===== src/rtl/axis_accumulator.sv =====
`default_nettype none
// ============================================================================
// Module      : axis_accumulator
// Description : Signed AXI-Stream frame accumulator. Sums NUM_BEATS signed
//               DATA_W-bit input beats and emits the total as one output
//               beat; accu_finished pulses when that beat is accepted.
//               Build option: define ACCU_SAT_EN for saturating adds
//               (wrapping two's-complement adds otherwise).
// Revision    : 1.0 - initial release
// ============================================================================
module axis_accumulator #(
    parameter int DATA_W    = 64,
    parameter int NUM_BEATS = 11,
    parameter int CNT_W     = 16
) (
    input  logic              sys_clk,
    input  logic              sys_rst_n,
    input  logic              accu_en,
    output logic              accu_finished,
    input  logic              s_axis_tvalid,
    output logic              s_axis_tready,
    input  logic [DATA_W-1:0] s_axis_tdata,
    output logic              m_axis_tvalid,
    input  logic              m_axis_tready,
    output logic [DATA_W-1:0] m_axis_tdata
);

    typedef enum logic [1:0] {
        ST_IDLE   = 2'd0,
        ST_ACCUM  = 2'd1,
        ST_OUTPUT = 2'd2
    } state_t;

    localparam logic [CNT_W-1:0] LAST_CNT = CNT_W'(NUM_BEATS - 1);

    state_t              state_q, state_d;
    logic [DATA_W-1:0]   acc_q, acc_d;
    logic [CNT_W-1:0]    cnt_q, cnt_d;
    logic                s_ready_q, s_ready_d;
    logic                m_valid_q, m_valid_d;
    logic [DATA_W-1:0]   m_data_q, m_data_d;
    logic                finished_q, finished_d;

    logic [DATA_W-1:0]   w_sum_raw;
    logic [DATA_W-1:0]   w_sum;
    logic                w_beat;

    assign w_sum_raw = acc_q + s_axis_tdata;
    assign w_beat    = s_axis_tvalid & s_ready_q;

`ifdef ACCU_SAT_EN
    logic w_ovf_pos;
    logic w_ovf_neg;

    // Overflow only occurs when both operands share a sign the result lacks.
    assign w_ovf_pos = ~acc_q[DATA_W-1] & ~s_axis_tdata[DATA_W-1] &  w_sum_raw[DATA_W-1];
    assign w_ovf_neg =  acc_q[DATA_W-1] &  s_axis_tdata[DATA_W-1] & ~w_sum_raw[DATA_W-1];

    // Clamp to the most positive / most negative representable value.
    always_comb begin
        w_sum = w_sum_raw;
        if (w_ovf_pos) begin
            w_sum = {1'b0, {(DATA_W-1){1'b1}}};
        end else if (w_ovf_neg) begin
            w_sum = {1'b1, {(DATA_W-1){1'b0}}};
        end
    end
`else
    assign w_sum = w_sum_raw;
`endif

    // Next-state and registered-output logic for the frame FSM.
    always_comb begin
        state_d    = state_q;
        acc_d      = acc_q;
        cnt_d      = cnt_q;
        s_ready_d  = s_ready_q;
        m_valid_d  = m_valid_q;
        m_data_d   = m_data_q;
        finished_d = 1'b0;

        case (state_q)
            ST_IDLE: begin
                acc_d     = '0;
                cnt_d     = '0;
                s_ready_d = 1'b0;
                if (accu_en) begin
                    state_d   = ST_ACCUM;
                    s_ready_d = 1'b1;
                end
            end

            ST_ACCUM: begin
                if (!accu_en) begin
                    // Abort: partial sum discarded, no result produced.
                    state_d   = ST_IDLE;
                    acc_d     = '0;
                    cnt_d     = '0;
                    s_ready_d = 1'b0;
                end else if (w_beat) begin
                    if (cnt_q == LAST_CNT) begin
                        state_d   = ST_OUTPUT;
                        m_data_d  = w_sum;
                        m_valid_d = 1'b1;
                        s_ready_d = 1'b0;
                        acc_d     = w_sum;
                        cnt_d     = cnt_q + CNT_W'(1);
                    end else begin
                        acc_d = w_sum;
                        cnt_d = cnt_q + CNT_W'(1);
                    end
                end
            end

            ST_OUTPUT: begin
                // accu_en is deliberately ignored here: the result is always delivered.
                if (m_valid_q && m_axis_tready) begin
                    state_d    = ST_IDLE;
                    m_valid_d  = 1'b0;
                    finished_d = 1'b1;
                    acc_d      = '0;
                    cnt_d      = '0;
                end
            end

            default: begin
                state_d   = ST_IDLE;
                acc_d     = '0;
                cnt_d     = '0;
                s_ready_d = 1'b0;
                m_valid_d = 1'b0;
            end
        endcase
    end

    // State and output registers with asynchronous active-low reset.
    always_ff @(posedge sys_clk or negedge sys_rst_n) begin
        if (!sys_rst_n) begin
            state_q    <= ST_IDLE;
            acc_q      <= '0;
            cnt_q      <= '0;
            s_ready_q  <= 1'b0;
            m_valid_q  <= 1'b0;
            m_data_q   <= '0;
            finished_q <= 1'b0;
        end else begin
            state_q    <= state_d;
            acc_q      <= acc_d;
            cnt_q      <= cnt_d;
            s_ready_q  <= s_ready_d;
            m_valid_q  <= m_valid_d;
            m_data_q   <= m_data_d;
            finished_q <= finished_d;
        end
    end

    assign s_axis_tready = s_ready_q;
    assign m_axis_tvalid = m_valid_q;
    assign m_axis_tdata  = m_data_q;
    assign accu_finished = finished_q;

endmodule
`default_nettype wire


===== config.mk =====
export PLATFORM = sky130hd
export DESIGN_NAME = axis_accumulator
export DESIGN_NICKNAME = d
export VERILOG_FILES = /design/src/rtl/axis_accumulator.sv
export SDC_FILE = /design/constraint.sdc
export NUM_CORES = 1
export LEC_CHECK = 0
export CAP_MARGIN = 25
export CORE_AREA = 4 4 150 152
export DETAILED_ROUTE_END_ITERATION = 8
export DIE_AREA = 0 0 154 156
export PLACE_DENSITY = 0.71
export SLEW_MARGIN = 40
export SYNTH_ARGS = -nofsm -noshare
export SYNTH_HDL_FRONTEND = slang
export SYNTH_SLANG_ARGS = --single-unit

===== constraint.sdc =====
create_clock -name sys_clk -period 5.6 [get_ports sys_clk]
set_clock_uncertainty 0.15 [all_clocks]
set_input_delay 1.12 -clock sys_clk [delete_from_list [all_inputs] [get_ports sys_clk]]
set_output_delay 1.12 -clock sys_clk [all_outputs]
set_load 0.1 [all_outputs]

-- Word level (Yosys, flattened, before mapping)
Cells that the tools add are included.
- bits in registers: 149
- output and inout bits: 67
- $add $sub $neg: 2
- equality and inequality tests: 10
- multiplexer cells: 26
- bitwise operators: 3
- reductions and logical operators: 7
- operator list (operator ; number):
    $mux 64 ; 3
    $pmux 64 s2 ; 1
    $add 64x64->64 ; 1
    $mux 16 ; 3
    $pmux 16 s2 ; 1
    $add 16x1->16 const B ; 1
    $eq 16x4->1 const B ; 1
    $mux 1 ; 10
    $mux 2 ; 5
    $ne 2x2->1 const B ; 5
    $reduce_and 4->1 ; 2
    $ne 3x3->1 const B ; 2
    $pmux 1 s3 ; 2
    $pmux 2 s3 ; 1
    $reduce_and 5->1 ; 1
    $reduce_and 3->1 ; 1
    $eq 2x1->1 const B ; 1
    $eq 2x2->1 const B ; 1
    $logic_not 2->1 ; 1
    $not 1->1 ; 2
    $reduce_and 2->1 ; 1
    $and 1x1->1 ; 1
    $logic_and 1x1->1 ; 1

-- Depth between registers and ports, before layout
Gate-level depths: netlist of run 1.
- word-level depth: 5
- mapped depth: 13
- gate-level depth less buffers: 13

-- Least setup slack after synthesis of run 1
Ideal clock, no wire load.
- path kind: input to register
- from: in s_axis_tdata[0]
- to: reg m_data_q[24] (netlist: m_axis_tdata[24])
- setup time: 0.125 ns
- arrival time: 3.746 ns
- required time: 5.325 ns
- slack: 1.578 ns
- cell stages on the path: 13
- path through: ha_1 -> inv_1 -> fa_1 -> and2b_1 -> o2111ai_1 -> a21oi_2 -> a311oi_2 -> o21ai_2 -> a21boi_1 -> o211a_1 -> or3_1 -> xnor2_1 -> mux2_2
- word-level cells in the longest chain between the ends: 1
- ends and longest elaborated chain (element ; line ; RTL):
    start: declaration ; 22 ; input logic [DATA_W-1:0] s_axis_tdata,
    $add 64x64->64 ; 48 ; assign w_sum_raw = acc_q + s_axis_tdata;
    end signal: assignment ; 152 ; m_data_q <= m_data_d;
    end: declaration ; 41 ; logic [DATA_W-1:0] m_data_q, m_data_d;
No other way between the ends.
A chain may end at the register's enable or synchronous reset.

-- Worst setup path in the final report of run 1
Ends and elaborated chain as after synthesis.

==> results of run 1 <==
-- critical path: stages --
cell             delay [ns]
clkdlybuf4s50_1        0.46
ha_1                   0.23
inv_1                  0.08
fa_1                   0.39
and2b_1                0.23
o2111ai_1              0.15
a21oi_2                0.25
a311oi_2               0.16
o21ai_2                0.28
a21boi_1               0.15
o211a_1                0.25
or3_1                  0.38
xnor2_1                0.14
mux2_2                 0.27
-- layer usage --
metal | up-vias | routed length (µm) | GRT usage, %
li1 | 3985 | - | -
met2 | 211 | 10900 | 32.3
met1 | 3880 | 12400 | 30.1
met5 | - | 0 | 0
met3 | 36 | 1110 | 3.55
met4 | 0 | 415 | 5.72
-- cell type report --
| cell class | count | share of cell area [%] |
|---|---|---|
| clock buffers | 19 | 3.92 |
| clock inverters | 11 | 1.34 |
| inverters | 24 | 0.797 |
| multi-input cells | 825 | 48.3 |
| flip-flops and latches | 149 | 33.0 |
| well taps | 275 | 3.04 |
| repair buffers | 142 | 9.58 |
-- kinds of logic after synthesis --
| group | count (synthesis) | share of synthesized area [%] |
|---|---|---|
| compound gates | 303 | 22.8 |
| xor+xnor | 71 | 6.74 |
| fa+ha+maj | 66 | 8.82 |
| buf+inv | 70 | 2.93 |
| flops | 149 | 39.4 |
| mux | 14 | 1.67 |
| simple gates | 371 | 17.6 |
-- worst max path at each step --
stage                          startpoint  slack, ns  depth (start not counted)                            to
after global placement    s_axis_tdata[0]       0.88                         14  m_axis_tdata[24]$_DFFE_PN0P_
after CTS                 s_axis_tdata[0]       1.24                         14  m_axis_tdata[24]$_DFFE_PN0P_
after global routing      s_axis_tdata[0]       1.05                         14  m_axis_tdata[56]$_DFFE_PN0P_
after floorplan           s_axis_tdata[0]       1.58                         13  m_axis_tdata[24]$_DFFE_PN0P_
after detailed placement  s_axis_tdata[0]       0.78                         14  m_axis_tdata[24]$_DFFE_PN0P_
final                     s_axis_tdata[0]       1.21                         14  m_axis_tdata[24]$_DFFE_PN0P_
-- layout by cell type (no fill, tap or decap), types with 8 or more instances in the layout --
cell type | synthesis | routed
a21o_1 | 35 | 34
a21oi_1 | 75 | 75
a22o_1 | 54 | 54
and2_1 | 8 | 8
buf_2 | 5 | 67
clkbuf_16 | 0 | 17
clkdlybuf4s50_1 | 0 | 67
dfrtp_1 | 149 | 149
ha_1 | 65 | 65
inv_1 | 24 | 24
mux2_2 | 14 | 14
nand2_1 | 199 | 198
nand3_1 | 19 | 19
nand4_1 | 29 | 29
nor2_1 | 59 | 57
nor3_1 | 11 | 11
o21ai_0 | 52 | 52
o21ai_1 | 8 | 8
o21bai_1 | 14 | 14
xnor2_1 | 37 | 37
xor2_1 | 33 | 33
-- state kept, by name (all words and copies together), names as in the netlist --
name / cells
m_axis_tdata: 64
s_axis_tready: 1
acc_q: 64
m_axis_tvalid: 1
accu_finished: 1
cnt_q: 16
state_q: 2
-- stage by stage --
step	worst slack [ns]	hold WS, ns	area, µm²	util [%]	power (W)
6_report	1.21	0.317	11300	53.8	0.00263
5_1_grt	1.05	0.340	11300	53.8	0.00274
3_3_place_gp	0.877	0.309	11000	52.5	0.00146
2_1_floorplan	1.58	0.304	9450	-	0.00133
4_1_cts	1.24	0.325	11300	53.7	0.00265
3_5_place_dp	0.783	0.305	10700	50.9	0.00146
-- power breakdown --
group	switching [W]	total (W)	leakage [nW]	internal, W
combinational	0.000207	0.000343	3.35	0.000136
sequential	0.0000125	0.00110	2.07	0.00109
clock	0.000474	0.00119	0.278	0.000711
total	0.000693	0.00263	5.70	0.00194
==> impl_metrics.tcl, run 1 <==
set metrics [dict create \
    status "complete, no violations" \
    rsz0062_at_grt "false" \
    cts_root_buf "clkbuf_16" \
    ir_drop_uv 176 \
    core_um2 21000 \
    fp.dieW_um 154 \
    cap_violations 0 \
    synth_area_per_cell_um2 9.05 \
    worst_slew_pin_slew_ns 0.798 \
    place_hpwl_um 18200 \
    grt_pass1_wl_um 41200 \
    syn_to_final_growth_pct 19.6 \
    cts.sinks 149 \
    reg2reg_depth 13 \
    regArea_um2 3730 \
    post-route-period-util_pct 78.4 \
    synth_top_area_share_pct 39.4 \
    vias 8112 \
    synthCells 1044 \
    hold_path_end "m_axis_tdata[21]$_DFFE_PN0P_" \
    arrival_ns 4.55 \
    cts.path.max_buffers 2 \
    cp-start-kind "primary input" \
    rr_endpoint "m_axis_tdata[24]$_DFFE_PN0P_" \
    yosys-top-cells-count "199 x nand2_1, 149 x dfrtp_1, 75 x a21oi_1" \
    ys_ff_latch 149 \
    cts.clk_slew.worst_paths_ns 0.06 \
    yosys.area.top_type "dfrtp_1" \
    synth_edf_count 0 \
    r2r_slack_ns 2.01 \
    crit_path_end_kind "flip-flop" \
    hold_class "flip-flop to flip-flop" \
    antenna_found_initial 0 \
    syn-num-nets 1179 \
    first_iter_violations 498 \
    cts_setup_buffers 0 \
    leakage_nw 5.70 \
    tns_ns 0 \
    num_antenna_cells 0 \
    drv_slew 0 \
    numPortBuffers 135 \
    synthFlopType "dfrtp_1" \
    crit_type "primary input to flip-flop" \
    hp-start "m_axis_tdata[21]$_DFFE_PN0P_" \
    synth.yosys.warnings 0 \
    hold_violations 0 \
    cp.required_ns 5.76 \
    grt_usage_pct 20.8 \
    num-fill-cells 1936 \
    period_needed_ns 4.39 \
    gp_congestion 0.907 \
    ctsResizeCount 0 \
    ios 136 \
    hold_depth 2 \
    rr_startpoint "acc_q[0]$_DFFE_PN0P_" \
    ys_types 70 \
    dp.cells 1415 \
    start_util_pct 45.0 \
    finalWirelength_um 24800 \
    synth.most_common_cell "nand2_1" \
    power.density_nw_per_um2 233 \
    postCtsHoldBufs 0 \
    max_freq_ghz 0.228 \
    cts_buffers 17 \
    htree_levels 4 \
    die_h_um 156 \
    first_global_vias 8126 \
    async_flop_share_pct 100 \
    grt_max_degree 75 \
    yosysSeqAreaShare_pct 39.4 \
    rows 53 \
    grt_overflow 0 \
    clk_latency_ns 0.43 \
    ant_nets 0 \
    drive_gt1_share_pct 12.9 \
    fin_nets 1294 \
    viasPerCell 5.61 \
    dieArea_um2 24000 \
    setup_violations 0 \
    first_pass_iters 5 \
    syn_area_um2 9450 \
    stdcell_count 1445 \
    wl_per_cell_um 17.2 \
    synth_area_leaders "dfrtp_1 39%, ha_1 8.6%, nand2_1 7.9%, a22o_1 5.0%, a21oi_1 4.0%" \
    cp_max_fo 4 \
    cts_tree "done" \
    multi_input_area_um2 5460 \
    drcViolationCount 0 \
    relSlewSlack_pct 46.7 \
]
No activity file was read; power rests on OpenSTA's default activity.
==> run 2, diff against run 1 <==
==> constraint.sdc (replaced) <==
create_clock -name sys_clk -period 4.52 [get_ports sys_clk]
set_clock_uncertainty 0.15 [all_clocks]
set_input_delay 0.904 -clock sys_clk [delete_from_list [all_inputs] [get_ports sys_clk]]
set_output_delay 0.904 -clock sys_clk [all_outputs]
set_load 0.1 [all_outputs]
==> run 2 against run 1 <==
- total power is 25% higher
- wire length rose by 0.63%
- utilization increased by 0.82 points
- combinational power is 28% higher
- sequential power up 25%
- clock power is 24% higher
- critical path depth unchanged
- sequential share of layout area decreased by 0.49 points
- global-route usage is 0.28 points higher
- cell count up 1.3%
- non-clock buffer count up 17
- highest routed layer unchanged
==> impl_metrics.tcl, run 2 (same netlist as run 1, synthesis figures left out) <==
set metrics [dict create \
    crit_path_cell_trace "clkdlybuf4s50_1 > ha_1 > inv_1 > fa_1 > and2b_1 > o2111ai_1 > a21oi_2 > a311oi_2 > o211ai_1 > a31o_2 > a21oi_2 > o41ai_1 > xor2_1 > mux2_2" \
    grt_max_degree 107 \
    setup_violations 0 \
    ctsResizeCount 0 \
    hold_violations 0 \
    leakage_nw 5.81 \
    cts_root_buf "clkbuf_16" \
    viasPerCell 5.64 \
    drcViolationCount 0 \
    hold_class "primary input to async pin" \
    final_cell_mix "198 x nand2_1, 149 x dfrtp_1, 75 x a21oi_1, 67 x clkdlybuf4s50_1, 67 x buf_2" \
    num_antenna_cells 0 \
    vias 8257 \
    gp_congestion 0.903 \
    rows 53 \
    first_iter_violations 557 \
    crit_type "primary input to flip-flop" \
    grt_overflow 0 \
    cts_buffers 17 \
    power.density_nw_per_um2 286 \
    rsz0062_at_grt "false" \
    drv_slew 0 \
    ant_nets 0 \
    cap_violations 0 \
    wl_per_cell_um 17.1 \
    arrival_ns 4.26 \
    grt_pass1_wl_um 41600 \
    dieArea_um2 24000 \
    clk_latency_ns 0.43 \
    path_delay_family "compound AO/OA/AOI/OAI gates" \
    cp.required_ns 4.69 \
    tns_ns 0 \
    syn_to_final_growth_pct 21.4 \
    fin_nets 1311 \
    period_needed_ns 4.09 \
    stdcell_count 1464 \
    cts.path.max_buffers 2 \
    core_um2 21000 \
    max_freq_ghz 0.244 \
    cts.sinks 149 \
    cts_setup_buffers 0 \
    finalWirelength_um 25000 \
    max_stage_delay_ns 0.46 \
    layout_commonest_cell "nand2_1" \
    worst_slew_pin_slew_ns 0.847 \
    postCtsHoldBufs 0 \
    crit_path_end_kind "flip-flop" \
    ios 136 \
    status "complete, no violations" \
    first_global_vias 8226 \
    cp_num_buf_inv 2 \
    die_h_um 156 \
    htree_levels 4 \
    relSlewSlack_pct 43.5 \
    cp_max_fo 3 \
    grt_usage_pct 21.1 \
    cp-start-kind "primary input" \
    cts.clk_slew.worst_paths_ns 0.07 \
    place_hpwl_um 18100 \
    drive_gt1_share_pct 14.3 \
    num-fill-cells 1915 \
    start_util_pct 45.0 \
    post-route-period-util_pct 90.5 \
    antenna_found_initial 0 \
    first_pass_iters 5 \
    path_common_cell "a21oi_2" \
    dp.cells 1431 \
    ir_drop_uv 242 \
    numPortBuffers 135 \
    cts_tree "done" \
    fp.dieW_um 154 \
    slowest_stage "clkdlybuf4s50_1" \
]
==> run 2: changes by cell type in the layout (fill, tap and decap cells not counted), sizes merged <==
cell,change
inv,+5
bufinv,-1
clkinvlp,-2
buf,+17
==> run 2: through the flow <==
stage	hold WS [ns]	worst slack [ns]	area, µm²	power [W]	utilization [%]
after floorplan	0.304	0.714	9450	0.00165	-
after global placement	0.307	0.0906	11200	0.00182	53.1
after detailed placement	0.306	0.0176	10800	0.00182	51.6
after CTS	0.323	0.447	11400	0.00330	54.4
after global routing	0.209	0.164	11500	0.00341	54.6
final	0.198	0.429	11500	0.00328	54.6
==> run 2: final timing paths <==
check | startpoint | cells past startpoint | slack, ns | to
min in group sys_clk | m_axis_tdata[35]$_DFFE_PN0P_ | 2 | 0.32 | m_axis_tdata[35]$_DFFE_PN0P_
worst max register to register | acc_q[0]$_DFFE_PN0P_ | 14 | 0.99 | m_axis_tdata[54]$_DFFE_PN0P_
max in group asynchronous | sys_rst_n | 2 | 3.36 | acc_q[54]$_DFFE_PN0P_
worst min-delay path | sys_rst_n | 1 | 0.20 | m_axis_tdata[18]$_DFFE_PN0P_
worst min register to register | m_axis_tdata[35]$_DFFE_PN0P_ | 2 | 0.32 | m_axis_tdata[35]$_DFFE_PN0P_
worst max-delay path | s_axis_tdata[0] | 14 | 0.43 | m_axis_tdata[56]$_DFFE_PN0P_
==> run 2: final cells by class <==
cell class / instances / area [µm²] / share of cell area, %
timing repair buffer: 159 / 1250 / 10.9
sequential: 149 / 3730 / 32.5
clock inverter: 13 / 159 / 1.39
clock buffer: 19 / 443 / 3.86
multi-input combinational: 825 / 5460 / 47.6
tap: 275 / 344 / 3.00
inverter: 24 / 90.1 / 0.785
==> run 2: power by group <==
group	leakage, nW	internal (W)	switching (W)
Clock	0.290	0.000848	0.000626
Sequential	2.07	0.00135	0.0000155
Combinational	3.45	0.000180	0.000259
Total	5.81	0.00238	0.000901
==> run 2: layer usage <==
layer | GRT usage, % | vias to the layer above | part of all wire (%)
li1 | - | 4022 | -
met1 | 30.4 | 3972 | 48
met2 | 32.9 | 236 | 44
met3 | 4.36 | 27 | 6.1
met4 | 4.63 | 0 | 1.3
met5 | 0 | - | 0
==> run 2: worst reg2reg max path: stages, from the launching register on <==
cell and delay, ns:
dfrtp_1 0.39, ha_1 0.23, inv_1 0.09, fa_1 0.19, and2b_1 0.21, o2111ai_1 0.25, a21oi_2 0.13, a311oi_2 0.38
o21ai_2 0.12, buf_4 0.16, a31o_2 0.23, a21oi_1 0.34, o21ai_0 0.19, xnor2_1 0.21, o21ai_0 0.11
